File: src/rtl/align_shifter.sv
// Mantissa alignment unit: right-shifts the smaller-exponent operand one bit per cycle.
// Optional macro ALIGN_STICKY_EN folds shifted-out bits into a sticky LSB.
module align_shifter #(
  parameter int unsigned MAX_SHIFT = 27
) (
  input  logic        clk,
  input  logic        rst,
  input  logic        start,
  input  logic [8:0]  dif,
  input  logic [31:0] big,
  input  logic [31:0] little,
  output logic        busy,
  output logic        done,
  output logic [7:0]  exp_out,
  output logic        sign_big,
  output logic        sign_little,
  output logic [23:0] mant_big,
  output logic [26:0] mant_little
);

  localparam int CW = $clog2(MAX_SHIFT + 1);

  typedef enum logic [1:0] {IDLE, SHIFT, DONE} state_t;

  state_t         state_q, state_d;
  logic [CW-1:0]  count_q, count_d;
  logic [7:0]     exp_q, exp_d;
  logic           sign_big_q, sign_big_d;
  logic           sign_little_q, sign_little_d;
  logic [23:0]    mant_big_q, mant_big_d;
  logic [26:0]    mant_little_q, mant_little_d;

  logic           accept;
  logic [CW-1:0]  n_load;
  logic [26:0]    shifted;

  // Saturate the requested shift so large differences cannot wrap the counter.
  always_comb begin
    n_load = dif[CW-1:0];
    if (dif > 9'(MAX_SHIFT))
      n_load = CW'(MAX_SHIFT);
  end

  always_comb begin
`ifdef ALIGN_STICKY_EN
    shifted = {1'b0, mant_little_q[26:2], mant_little_q[1] | mant_little_q[0]};
`else
    shifted = {1'b0, mant_little_q[26:1]};
`endif
  end

  assign accept = start && (state_q != SHIFT);

  always_comb begin
    state_d       = state_q;
    count_d       = count_q;
    exp_d         = exp_q;
    sign_big_d    = sign_big_q;
    sign_little_d = sign_little_q;
    mant_big_d    = mant_big_q;
    mant_little_d = mant_little_q;

    if (accept) begin
      exp_d         = big[30:23];
      sign_big_d    = big[31];
      sign_little_d = little[31];
      mant_big_d    = {|big[30:23], big[22:0]};
      mant_little_d = {|little[30:23], little[22:0], 3'b000};
      count_d       = n_load;
      state_d       = (n_load == '0) ? DONE : SHIFT;
    end else begin
      case (state_q)
        SHIFT: begin
          mant_little_d = shifted;
          count_d       = count_q - CW'(1);
          if (count_q == CW'(1))
            state_d = DONE;
        end
        DONE:    state_d = IDLE;
        default: state_d = IDLE;
      endcase
    end
  end

  always_ff @(posedge clk or posedge rst) begin
    if (rst) begin
      state_q       <= IDLE;
      count_q       <= '0;
      exp_q         <= '0;
      sign_big_q    <= 1'b0;
      sign_little_q <= 1'b0;
      mant_big_q    <= '0;
      mant_little_q <= '0;
    end else begin
      state_q       <= state_d;
      count_q       <= count_d;
      exp_q         <= exp_d;
      sign_big_q    <= sign_big_d;
      sign_little_q <= sign_little_d;
      mant_big_q    <= mant_big_d;
      mant_little_q <= mant_little_d;
    end
  end

  assign busy        = (state_q == SHIFT);
  assign done        = (state_q == DONE);
  assign exp_out     = exp_q;
  assign sign_big    = sign_big_q;
  assign sign_little = sign_little_q;
  assign mant_big    = mant_big_q;
  assign mant_little = mant_little_q;

endmodule

File: config.mk
export PLATFORM = sky130hd
export DESIGN_NAME = align_shifter
export DESIGN_NICKNAME = d
export VERILOG_FILES = /design/src/rtl/align_shifter.sv
export SDC_FILE = /design/constraint.sdc
export NUM_CORES = 1
export LEC_CHECK = 0
export CAP_MARGIN = 30
export CORE_ASPECT_RATIO = 0.75
export CORE_MARGIN = 2
export CORE_UTILIZATION = 42
export DETAILED_ROUTE_END_ITERATION = 16
export HOLD_SLACK_MARGIN = 0.08
export PLACE_DENSITY = 0.81
export SLEW_MARGIN = 20
export SYNTH_ARGS = -nofsm -noshare
export SYNTH_HDL_FRONTEND = slang
export SYNTH_SLANG_ARGS = --single-unit
File: constraint.sdc
create_clock -name clk -period 2.52 [get_ports clk]
set_clock_uncertainty 0.1 [all_clocks]
set_input_delay 0.252 -clock clk [delete_from_list [all_inputs] [get_ports clk]]
set_output_delay 0.252 -clock clk [all_outputs]
set_load 0.005 [all_outputs]
# After elaboration in Yosys (flattened, before gate mapping)
# Index checks and enable logic that the tools add are counted.
[word_totals]
out_inout_bits = 63
regBits = 68
input_bits = 76
[op_classes]
n_reduce_logical = 5
addsub = 1
n_lt_le_gt_ge = 1
n_eq_ne = 5
n_mux = 9
[op_table]
columns = ["op", "n"]
rows = [
  ["27-bit two-way mux", 2],
  ["8-bit OR reduction", 2],
  ["5-bit two-way mux", 3],
  ["9-bit by 5-bit > comparator with 1-bit output, second input constant", 1],
  ["2-bit two-way mux", 4],
  ["5-bit by 1-bit == test with 1-bit output, second input constant", 1],
  ["5-bit logical NOT", 1],
  ["5-bit by 1-bit subtractor with 5-bit output, second input constant", 1],
  ["3-bit by 1-bit inequality test with 1-bit output, second input constant", 1],
  ["2-bit by 1-bit == test with 1-bit output, second input constant", 1],
  ["2-bit == test, second input constant", 1],
  ["2-bit by 1-bit inequality test with 1-bit output, second input constant", 1],
  ["2-bit nonzero test", 1],
  ["1-bit logical AND", 1],
]

# Depth between registers and ports, before layout
[logic_depth]
word_depth = 5
mapped_depth = 5

# Least setup slack after synthesis
# Ideal clock, no wire load.
[synth_path]
path_kind = "reg2reg"
start = "register state_q[1]"
end = "register exp_q[3] (netlist: exp_out[3])"
setup_ns = 0.125
path_stages_with_launch = 6
period_less_slack_ns = 1.446
arrival_ns = 1.221
slack_ns = 1.074
path_buffers = 2
path_cell_list = "dfrtp_1 -> nand2b_4 -> and2_4 -> buf_6 -> buf_6 -> mux2_4"
[synth_via]
elab_chain_len = 2
[synth_lines]
columns = ["element", "line", "text"]
rows = [
  ["start, declared", "25", "state_t state_q, state_d;"],
  ["start signal, assigned", "95", "state_q <= state_d;"],
  ["2-bit by 1-bit inequality test with 1-bit output", "52", "assign accept = start && (state_q != SHIFT);"],
  ["1-bit logical AND", "52", ""],
  ["end signal, assigned", "97", "exp_q <= exp_d;"],
  ["end, declared", "27", "logic [7:0] exp_q, exp_d;"],
]
# No other way between the ends.
# A chain may end at the register's enable or synchronous reset.

# Worst setup path in the final report
[layout_path]
start = "register state_q[1]"
end = "output port busy"
[layout_via]
elab_chain_len = 1
[layout_lines]
columns = ["element", "line", "text"]
rows = [
  ["2-bit by 1-bit == test with 1-bit output", "105", "assign busy = (state_q == SHIFT);"],
  ["end, declared", "12", "output logic busy,"],
]
# No other way between the ends.

==> flow_metrics.py <==
metrics = {
    "sta": {
        "fin_crit_sh": 0.791,
        "report.final.slew_viol_count": 0,
        "final_period_minus_worst_setup_slack_ns": 1.99,
        "hold_fails_final_rpt": 0,
        "worstMarginPinSlew_ns": 0.611,
        "fmax_mhz": 502,
        "slew_headroom": 0.593,
        "fin_tns_setup_ns": 0,
        "rsz0062_at_grt": "no",
        "timing.final.setup_violations": 0,
    },
    "pwr": {
        "netSwitchingPower_w": 0.00151,
        "cellLeakagePower_nw": 2.04,
        "total_power_w": 0.00494,
        "worst_ir_drop_vdd_mv": 0.597,
        "share_comb_of_total_power": 0.449,
        "clockPowerShare": 0.161,
        "sw_frac_of_total": 0.305,
        "internal_power_contribution_w": 0.00344,
        "pwr-share-seq": 0.391,
        "p_per_area_nw_per_um2": 1050,
    },
    "synth": {
        "synth_top_area_share": 0.550,
        "yosysMostFrequentCell": "sky130_fd_sc_hd__dfrtp_1",
        "largest_cells_by_area_after_synthesis": "sky130_fd_sc_hd__dfrtp_1, sky130_fd_sc_hd__mux2_4, sky130_fd_sc_hd__mux2i_1, sky130_fd_sc_hd__o21ai_0, sky130_fd_sc_hd__nand2_1",
        "commonest_cells_post_synth": "sky130_fd_sc_hd__dfrtp_1, sky130_fd_sc_hd__nand2_1, sky130_fd_sc_hd__mux2_4",
        "yosys_most_used_dff": "sky130_fd_sc_hd__dfrtp_1",
        "ys_async_sr_fraction": 1.00,
        "netlist.top_cell.by_area": "sky130_fd_sc_hd__dfrtp_1",
        "synth-seq-area-share": 0.550,
        "synth_enable_flop_cells": 0,
        "ys.warnings.count": 0,
        "postSynthAreaPerCell_sq_um": 12.8,
        "mappedNetlistArea_sq_um": 3090,
        "postSynthRegisterBits": 68,
        "synth_cell_type_count": 41,
        "synth.net_count": 319,
        "postSynthCellCount": 241,
    },
    "flow_run": {
        "cap_viol_max_count": 0,
    },
    "cells_and_area": {
        "antenna_cells_inserted": 0,
        "synthToLayoutAreaGrowth_pct": 52.7,
        "finalNetCount": 458,
        "design_area_sq_um": 4720,
        "final_layout_size_suffix_gt1_frac": 0.159,
    },
    "die": {
        "die_area_sq_um": 8070,
        "io_pins": 139,
        "core_area_sq_um": 7230,
        "die_height_microns": 78.3,
        "dieWidth_microns": 103,
        "rows": 27,
        "starting_density_of_the_core": 0.428,
    },
    "worst_setup_path": {
        "launch_point_of_the_worst_reg_to_reg_path": "state_q[0]$_DFFE_PP0P_",
        "criticalPathCategory": "flip-flop to output port",
        "critical_path_buffer_and_inverter_count": 2,
        "critPathMaxFanout": 14,
        "worst_setup_path_start_kind": "flip-flop",
        "worstPathArrival_ns": 1.64,
        "critPathRequiredTime_ns": 2.17,
        "reg2reg_slack_ns": 0.73,
        "worst_setup_ep_type": "output port",
        "crit_path_top_delay_cell": "sky130_fd_sc_hd__clkdlybuf4s50_1",
        "cp_slowest_stage_delay_ns": 0.53,
        "critical_path_cell_by_cell": "nand2b_4, inv_2, clkdlybuf4s50_1",
        "cpLargestDelayFamily": "buffers and inverters",
        "startpoint": "state_q[1]$_DFFE_PP0P_",
    },
    "placed_design": {
        "port_buffers": 138,
        "post-dp-hpwl_mm": 5.53,
        "area_of_placed_instances_sq_um": 4550,
        "globalplace.congestion": 0.843,
    },
    "clock_tree": {
        "post_cts_hold_buffer_count": 0,
        "clock_path_buffers": 2,
        "cts_sinks": 68,
        "post_cts_resize_count": 0,
        "clk_latency_ns": 0.34,
        "htree_num_levels": 3,
        "cts-buffers-inserted": 9,
        "cts_root_buf": "sky130_fd_sc_hd__clkbuf_8",
        "clock_tree_from_tritoncts": "built",
        "postCtsSetupBuffers": 0,
        "clk_pin_slew_ns": 0.08,
    },
    "route": {
        "drt_first_pass_iters": 4,
        "viasPerCell": 4.94,
        "num_vias": 2396,
        "post_drt_wl_per_cell_microns": 15.5,
        "detailedRoute.firstIterationViolations": 74,
        "ant_nets": 0,
        "routed_wl_mm": 7.50,
        "drt_drc_violations_left": 0,
    },
    "global_route": {
        "global_route.overflow_total": 0,
        "track_usage": 0.199,
        "grt_max_degree": 50,
        "grt_antenna_before_repair": 0,
        "grt_pass1_wl_mm": 12.2,
        "first_global_vias": 2494,
    },
    "hold_path": {
        "holdCritPathClass": "primary input to asynchronous set/reset pin",
    },
    "run_status": {
        "result_of_the_run": "completed",
    },
}
kinds of logic (layout without fill, tap and decap cells):
family | Yosys count | count (layout) | share of synthesized area
compound gates | 38 | 38 | 0.0752
fa+ha+maj | 2 | 2 | 0.00809
buf+inv | 19 | 162 | 0.0360
mux | 58 | 58 | 0.234
flops | 68 | 68 | 0.550
simple gates | 56 | 56 | 0.0963
worst register-to-register path, delay by kind of cell, from the launching register on:
kind | cells | cell delay, ns
DFF | 1 | 0.42
muxes | 1 | 0.43
and+or+nand+nor | 2 | 0.74
flip-flops by register name, summed over array words and instances (netlist names):
name         cells
count_q          5
exp_out          8
mant_big        24
mant_little     27
sign_big         1
sign_little      1
state_q          2
metal layers:
layer	global-route usage	up-vias	share of wire
met2	0.327	77	0.49
met3	0.0766	9	0.064
met4	0.0487	0	0.010
met5	0	-	0
li1	-	1139	-
met1	0.246	1171	0.43
layout by cell type, fill, tap and decap left out, drive strengths merged, types with 2 or more instances in the layout:
master         Yosys  final
nand2             31     31
nor3               2      2
inv                5      5
nand3              3      3
or4                2      2
o21ai             25     25
buf               11      5
nor4               5      5
mux2              34     34
nand3b             3      3
a31oi              3      3
o22ai              2      2
clkinvlp           0      4
clkdlybuf4s50      0    137
clkbuf             3     10
mux2i             24     24
dfrtp             68     68
and2               2      2
ha                 2      2
path summary, 6_finish.rpt:
| path | end | depth (start not counted) |
|---|---|---|
| min reg2reg | mant_little[4]$_DFFE_PP0P_ | 2 |
| max in group asynchronous | mant_little[21]$_DFFE_PP0P_ | 3 |
| min in group clk | mant_little[4]$_DFFE_PP0P_ | 2 |
| max | busy | 3 |
| max reg2reg | mant_big[16]$_DFFE_PP0P_ | 3 |
| min | sign_little$_DFFE_PP0P_ | 2 |
layout make-up:
class	count	area, sq um
clock inverter	5	38.8
inverter	5	18.8
sequential	68	1700
clock buffer	10	138
tap	101	126
timing repair buffer	142	1420
fill	593	2510
multi-input combinational	154	1280
power groups by stage:
stage / logic (W) / clock network, W / registers, W
floorplan: 0.00101 / 0 / 0.00193
global route: 0.00241 / 0.000877 / 0.00201
global placement: 0.00218 / 0 / 0.00192
CTS: 0.00225 / 0.000817 / 0.00194
finish: 0.00222 / 0.000795 / 0.00193
detailed placement: 0.00224 / 0 / 0.00194
per-stage QoR:
stage,hold WS [ns],cells,worst slack (ns),util
finish,0.203,485,0.528,0.653
CTS,0.213,485,0.519,0.653
global route,0.244,485,0.439,0.653
global placement,0.380,470,0.714,0.629
floorplan,0.300,241,0.456,-
detailed placement,0.392,470,0.631,0.629
Power figures use the tool's default switching activity.
==> variant 1: new RTL, config.mk and constraints unchanged <==
Add a define of `ALIGN_STICKY_EN`.
--- a/src/rtl/align_shifter.sv
+++ b/src/rtl/align_shifter.sv
@@ -1,5 +1,7 @@
 // Mantissa alignment unit: right-shifts the smaller-exponent operand one bit per cycle.
 // Optional macro ALIGN_STICKY_EN folds shifted-out bits into a sticky LSB.
+`define ALIGN_STICKY_EN
+
 module align_shifter #(
   parameter int unsigned MAX_SHIFT = 27
 ) (
Function: changed (a bounded check fails within 10 cycles, from zero or initial values and one cycle with rst high).
==> variant 1 against the unedited design <==
- synthesized area decreased by 0.40%
- sequential cell count unchanged
- count of clock-buffer cells in the layout increased by 2
- worst setup slack got worse by 0.17 ns
- synthesized cell count decreased by 0.41%
- combinational power about the same
- critical path depth unchanged
- total power increased by 1.9%
- routed wire length increased by 3.4%
- global-route usage increased by 0.37 points
- final area about the same
==> variant 1: results (changes against the unedited design) <==
- Yosys Warn Count: 0 (unchanged)
- Among all flip-flop cells after synthesis, the most frequent one is dfrtp_1.
* Arrival time of the worst setup path: 1.81 ns (+0.17 ns)
- Number of antenna violations at the first check in global routing: 0 (unchanged)
- Via/cell ratio: 4.95 (+0.29%)
- The sequential fraction of the synthesis area was 55.2% (+0.22 points).
- The net count of the finished layout was 456 (-0.44%).
- Via count of the first global-routing pass: 2524 (+1.2%)
* Slew of the pin with the lowest slew margin: 0.622 ns (+0.0114 ns)
* Total detailed-routing wirelength: 7760 um (+3.4%)
- The internal reg-to-reg setup slack is 0.71 ns (-0.02 ns).
- Post-placement cell count: 468 (-0.43%)
* Length in cells of the worst reg-to-reg path: 3 (unchanged)
- Startpoint of the most critical setup path: state_q[1]$_DFFE_PP0P_
* Fraction of synthesis flops using an asynchronous set or reset pin: 100% (unchanged)
- Gpl congestion: 0.834 (-1.0%)
- Maximum VDD drop: 0.000595 V (-0.30%)
- H-Tree Level Count: 3 (unchanged)
* Cell leakage power: 2.04 nW (+0.33%)
* Class of the tightest hold or removal check: in2async
* Leading cell types by total area after synthesis: dfrtp_1 (55%), mux2_4 (13%), mux2i_1 (7.8%)
- CP max FO: 25 (+11)
- The overall fraction of global-route tracks in use is 20.2% (+0.37 points).
- Number of distinct standard cells referenced by the synthesized netlist: 40 (-2.4%)
- Most used standard cells in the synthesized netlist: dfrtp_1 (68), nand2_1 (29), mux2_4 (26)
* Mean instance size in the synthesized netlist: 12.8 sq um (about the same)
- The run finished with clean final reports.
* Mean routed wirelength per cell: 16.1 um (+4.1%)
* Wire length of the first global-routing pass: 12300 um (+1.0%)
- Largest net degree at the start of global routing: 69 (+38%)
- Post-DP HPWL: 5550 um (+0.39%)
- Post-synthesis to final-layout area growth: 53.2%
* Detailed router's first-iteration violation count: 66 (-11%)
- Number of nets produced by synthesis: 318 (-0.31%)
- Layout cell share with drive strength beyond 1: 15.5% (-0.40 points)
- The longest individual stage delay on the worst path is 0.57 ns (+0.04 ns).
* IO buf count: 138 (unchanged)
-- variant 1: worst max-delay path by stage --
stage,endpoint,cells past startpoint,slack [ns]
CTS,busy,3,0.33
finish,busy,3,0.36
floorplan,count_q[0]$_DFFE_PP0P_,1,0.46
detailed placement,count_q[0]$_DFFE_PP0P_,4,0.61
global route,busy,3,0.21
global placement,count_q[0]$_DFFE_PP0P_,4,0.70
-- variant 1: cell families after synthesis --
group                      count (synthesis)  share of synthesized area, %
and+or+nand+nor                           54                          9.30
muxes                                     58                          23.4
adders and majority gates                  2                         0.812
buffers and inverters                     19                          3.49
DFF                                       68                          55.2
AOI/OAI and AO/OA                         39                          7.76
-- variant 1: cell type report --
class,count,area (sq um),area share (%)
inverters,5,18.8,0.398
multi-input cells,153,1270,26.9
clock inverters,2,35.0,0.742
repair buffers,141,1410,29.9
flip-flops and latches,68,1700,36.1
clock buffers,12,155,3.29
well taps,101,126,2.68
-- variant 1: report_power, final --
group / switching, mW / internal, mW
logic: 0.751 / 1.46
registers: 0.345 / 1.60
clock network: 0.386 / 0.499
-- variant 1: through the flow --
step / hold slack [ns] / worst slack, ns / utilization (%) / instance area (sq um)
after global placement: 0.379 / 0.697 / 62.7 / 4530
after detailed placement: 0.394 / 0.611 / 62.7 / 4530
after global routing: 0.238 / 0.214 / 65.3 / 4720
after CTS: 0.218 / 0.334 / 65.3 / 4720
final: 0.209 / 0.357 / 65.3 / 4720
after floorplan: 0.300 / 0.456 / - / 3080
-- variant 1: metal layers --
metal	wire (um)	track usage [%]	part of all wire, %	vias up
met5	0	0	0	-
met4	126	7.50	1.6	0
met3	565	7.12	7.3	12
met2	3770	32.5	49	93
met1	3300	25.1	42	1153
li1	-	-	-	1130
-- variant 1: worst max-delay path: cells and delay by family (launching register included) --
| family | cells | cell delay [ns] |
|---|---|---|
| buf+inv | 2 | 0.87 |
| flops | 1 | 0.39 |
| simple gates | 1 | 0.21 |
==> variant 2: new RTL, same settings <==
Made on the original files. Add an input register stage for `start`, `dif`, `big` and `little`; this delays them by one clock.
--- a/src/rtl/align_shifter.sv
+++ b/src/rtl/align_shifter.sv
@@ -22,6 +22,18 @@
 
   typedef enum logic [1:0] {IDLE, SHIFT, DONE} state_t;
 
+  logic start_q;
+  logic [8:0] dif_q;
+  logic [31:0] big_q;
+  logic [31:0] little_q;
+
+  always_ff @(posedge clk) begin
+    start_q  <= start;
+    dif_q    <= dif;
+    big_q    <= big;
+    little_q <= little;
+  end
+
   state_t         state_q, state_d;
   logic [CW-1:0]  count_q, count_d;
   logic [7:0]     exp_q, exp_d;
@@ -36,8 +48,8 @@
 
   // Saturate the requested shift so large differences cannot wrap the counter.
   always_comb begin
-    n_load = dif[CW-1:0];
-    if (dif > 9'(MAX_SHIFT))
+    n_load = dif_q[CW-1:0];
+    if (dif_q > 9'(MAX_SHIFT))
       n_load = CW'(MAX_SHIFT);
   end
 
@@ -49,7 +61,7 @@
 `endif
   end
 
-  assign accept = start && (state_q != SHIFT);
+  assign accept = start_q && (state_q != SHIFT);
 
   always_comb begin
     state_d       = state_q;
@@ -61,11 +73,11 @@
     mant_little_d = mant_little_q;
 
     if (accept) begin
-      exp_d         = big[30:23];
-      sign_big_d    = big[31];
-      sign_little_d = little[31];
-      mant_big_d    = {|big[30:23], big[22:0]};
-      mant_little_d = {|little[30:23], little[22:0], 3'b000};
+      exp_d         = big_q[30:23];
+      sign_big_d    = big_q[31];
+      sign_little_d = little_q[31];
+      mant_big_d    = {|big_q[30:23], big_q[22:0]};
+      mant_little_d = {|little_q[30:23], little_q[22:0], 3'b000};
       count_d       = n_load;
       state_d       = (n_load == '0) ? DONE : SHIFT;
     end else begin
Behaviour: not the same (Yosys sat finds a counterexample within 4 cycles, from zero or initial values and one cycle with rst high).
==> variant 2 against the unedited design <==
- global-route usage shrank 3.0 points
- synthesized area rose by 48%
- utilization down 1.7 points
- routed wire length up 26%
- total power rose by 58%
- count of clock-buffer cells in the layout up 9
- final area is 41% higher
- sequential cell count is 74 higher
- worst setup slack worse by 0.044 ns
- maximum frequency decreased by 2.2%
- critical path type unchanged
- largest cell class unchanged
==> variant 2: results (changes against the unedited design) <==
- Outcome: finished clean
- The worst supply voltage drop on vdd is 0.000693 V (+16%).
- The commonest cells after synthesis are dfxtp_1 (74), dfrtp_1 (68), nand2_1 (31).
* Post-DP HPWL: 6340 um (+15%)
- The sum of routed wire length over all layers was 9470 um (+26%).
- The global placer's final weighted congestion is 0.826 (-2.0%).
- Worst skew pair latency: 0.41 ns (+0.07 ns)
* Destination of the worst register-to-register timing path: sign_little$_DFFE_PP0P_
* Combined global-route utilization of all metal layers: 16.8% (-3.0 points)
* Minimum hold slack: 0.0985 ns (-0.104 ns)
- The setup check on the worst reg-to-reg path leaves a slack of 0.72 ns.
- The tree is rooted in a clkbuf_16.
- The net count of the finished layout was 539 (+18%).
- Fraction of synthesis flops using an asynchronous set or reset pin: 47.9% (-52 points)
* Length in cells of the worst reg-to-reg path: 3 (unchanged)
* Reg clk slew, reported paths: 0.06 ns (-0.02 ns)
- The sequential fraction of the synthesis area is 69.6% (+15 points).
- By area the synthesized netlist is led by dfrtp_1 (37%), dfxtp_1 (32%), mux2_4 (8.9%).
- Via count of the first global-routing pass: 3013 (+21%)
* Largest net degree at the start of global routing: 50 (unchanged)
* Part of the total power dissipated in combinational logic: 28.0% (-17 points)
- The wire length of the first global-routing pass was 15100 um (+24%).
- Number of distinct standard cells referenced by the synthesized netlist: 42 (+2.4%)
- The standby leakage power was 2.86 nW (+40%).
* Number of vias in the routed layout: 2942 (+23%)
- Ys flop type: dfxtp_1
* Flop+latch power: 3.23 mW (+67%)
- The number of DRC markers in iteration 0 is 161 (+120%).
- Number of iterations in the first detailed-routing pass: 4 (unchanged)
- The number of nets produced by synthesis was 393 (+23%).
- Post-DP Area: 6070 sq um (+34%)
- The number of clock buffers inserted by TritonCTS came to 17 (+8).
- The relative max-transition margin came to 58.7% (-0.52 points).
- H-Tree Level Count: 4 (+1)
- Arrival time of the worst setup path: 1.68 ns (+0.04 ns)
- Sw Pwr: 2.10 mW (+40%)
- Startpoint of the most critical setup path: state_q[1]$_DFFE_PP0P_
- The number of diodes added for antenna fixing came to 0 (unchanged).
* Slowest cell delay on critical path: 0.53 ns (about the same)
- Layout cell share with drive strength beyond 1: 16.0% (+0.15 points)
[variant 2: cell types whose count changed in the layout (fill, tap and decap cells not counted), moves of 2 or more]
cell	change
clkbuf_8	-10
clkbuf_16	+18
inv_6	+6
clkinvlp_4	-2
clkinv_2	+2
dfxtp_1	+73
[variant 2: metal layers]
metal	track usage [%]	part of all wire [%]	vias to the layer above
met5	0	0	-
met4	7.02	1.0	0
met3	7.14	7.1	8
met2	26.7	47	104
met1	20.5	44	1440
li1	-	-	1390
[variant 2: metrics by stage]
step	power [mW]	cells	setup WS (ns)
finish	7.84	610	0.483
floorplan	4.18	315	0.456
global route	8.25	610	0.409
detailed placement	5.46	578	0.736
CTS	7.92	610	0.462
global placement	5.39	578	0.768
[variant 2: layout make-up]
cell class	instances	area (sq um)
Inverter	5	18.8
Tap cell	136	170
Timing Repair Buffer	141	1420
Multi-Input combinational cell	154	1280
Clock buffer	19	454
Fill cell	776	3800
Sequential cell	142	3180
Clock inverter	13	125
[variant 2: worst register-to-register path, stage by stage, from the launching register on]
cell	delay, ns
dfrtp_1	0.42
nand2b_4	0.17
and2_4	0.57
mux2_2	0.43
[variant 2: kinds of logic after synthesis]
logic type	count (synthesis)	share of synthesized area (%)
and+or+nand+nor	56	6.51
DFF	142	69.6
muxes	58	15.8
AOI/OAI and AO/OA	38	5.09
buffers and inverters	19	2.43
adders and majority gates	2	0.547
[variant 2: worst max-delay path by stage]
stage	endpoint	slack [ns]
floorplan	count_q[0]$_DFFE_PP0P_	0.46
global placement	sign_little$_DFFE_PP0P_	0.77
detailed placement	sign_little$_DFFE_PP0P_	0.74
CTS	busy	0.46
global route	busy	0.41
finish	busy	0.48
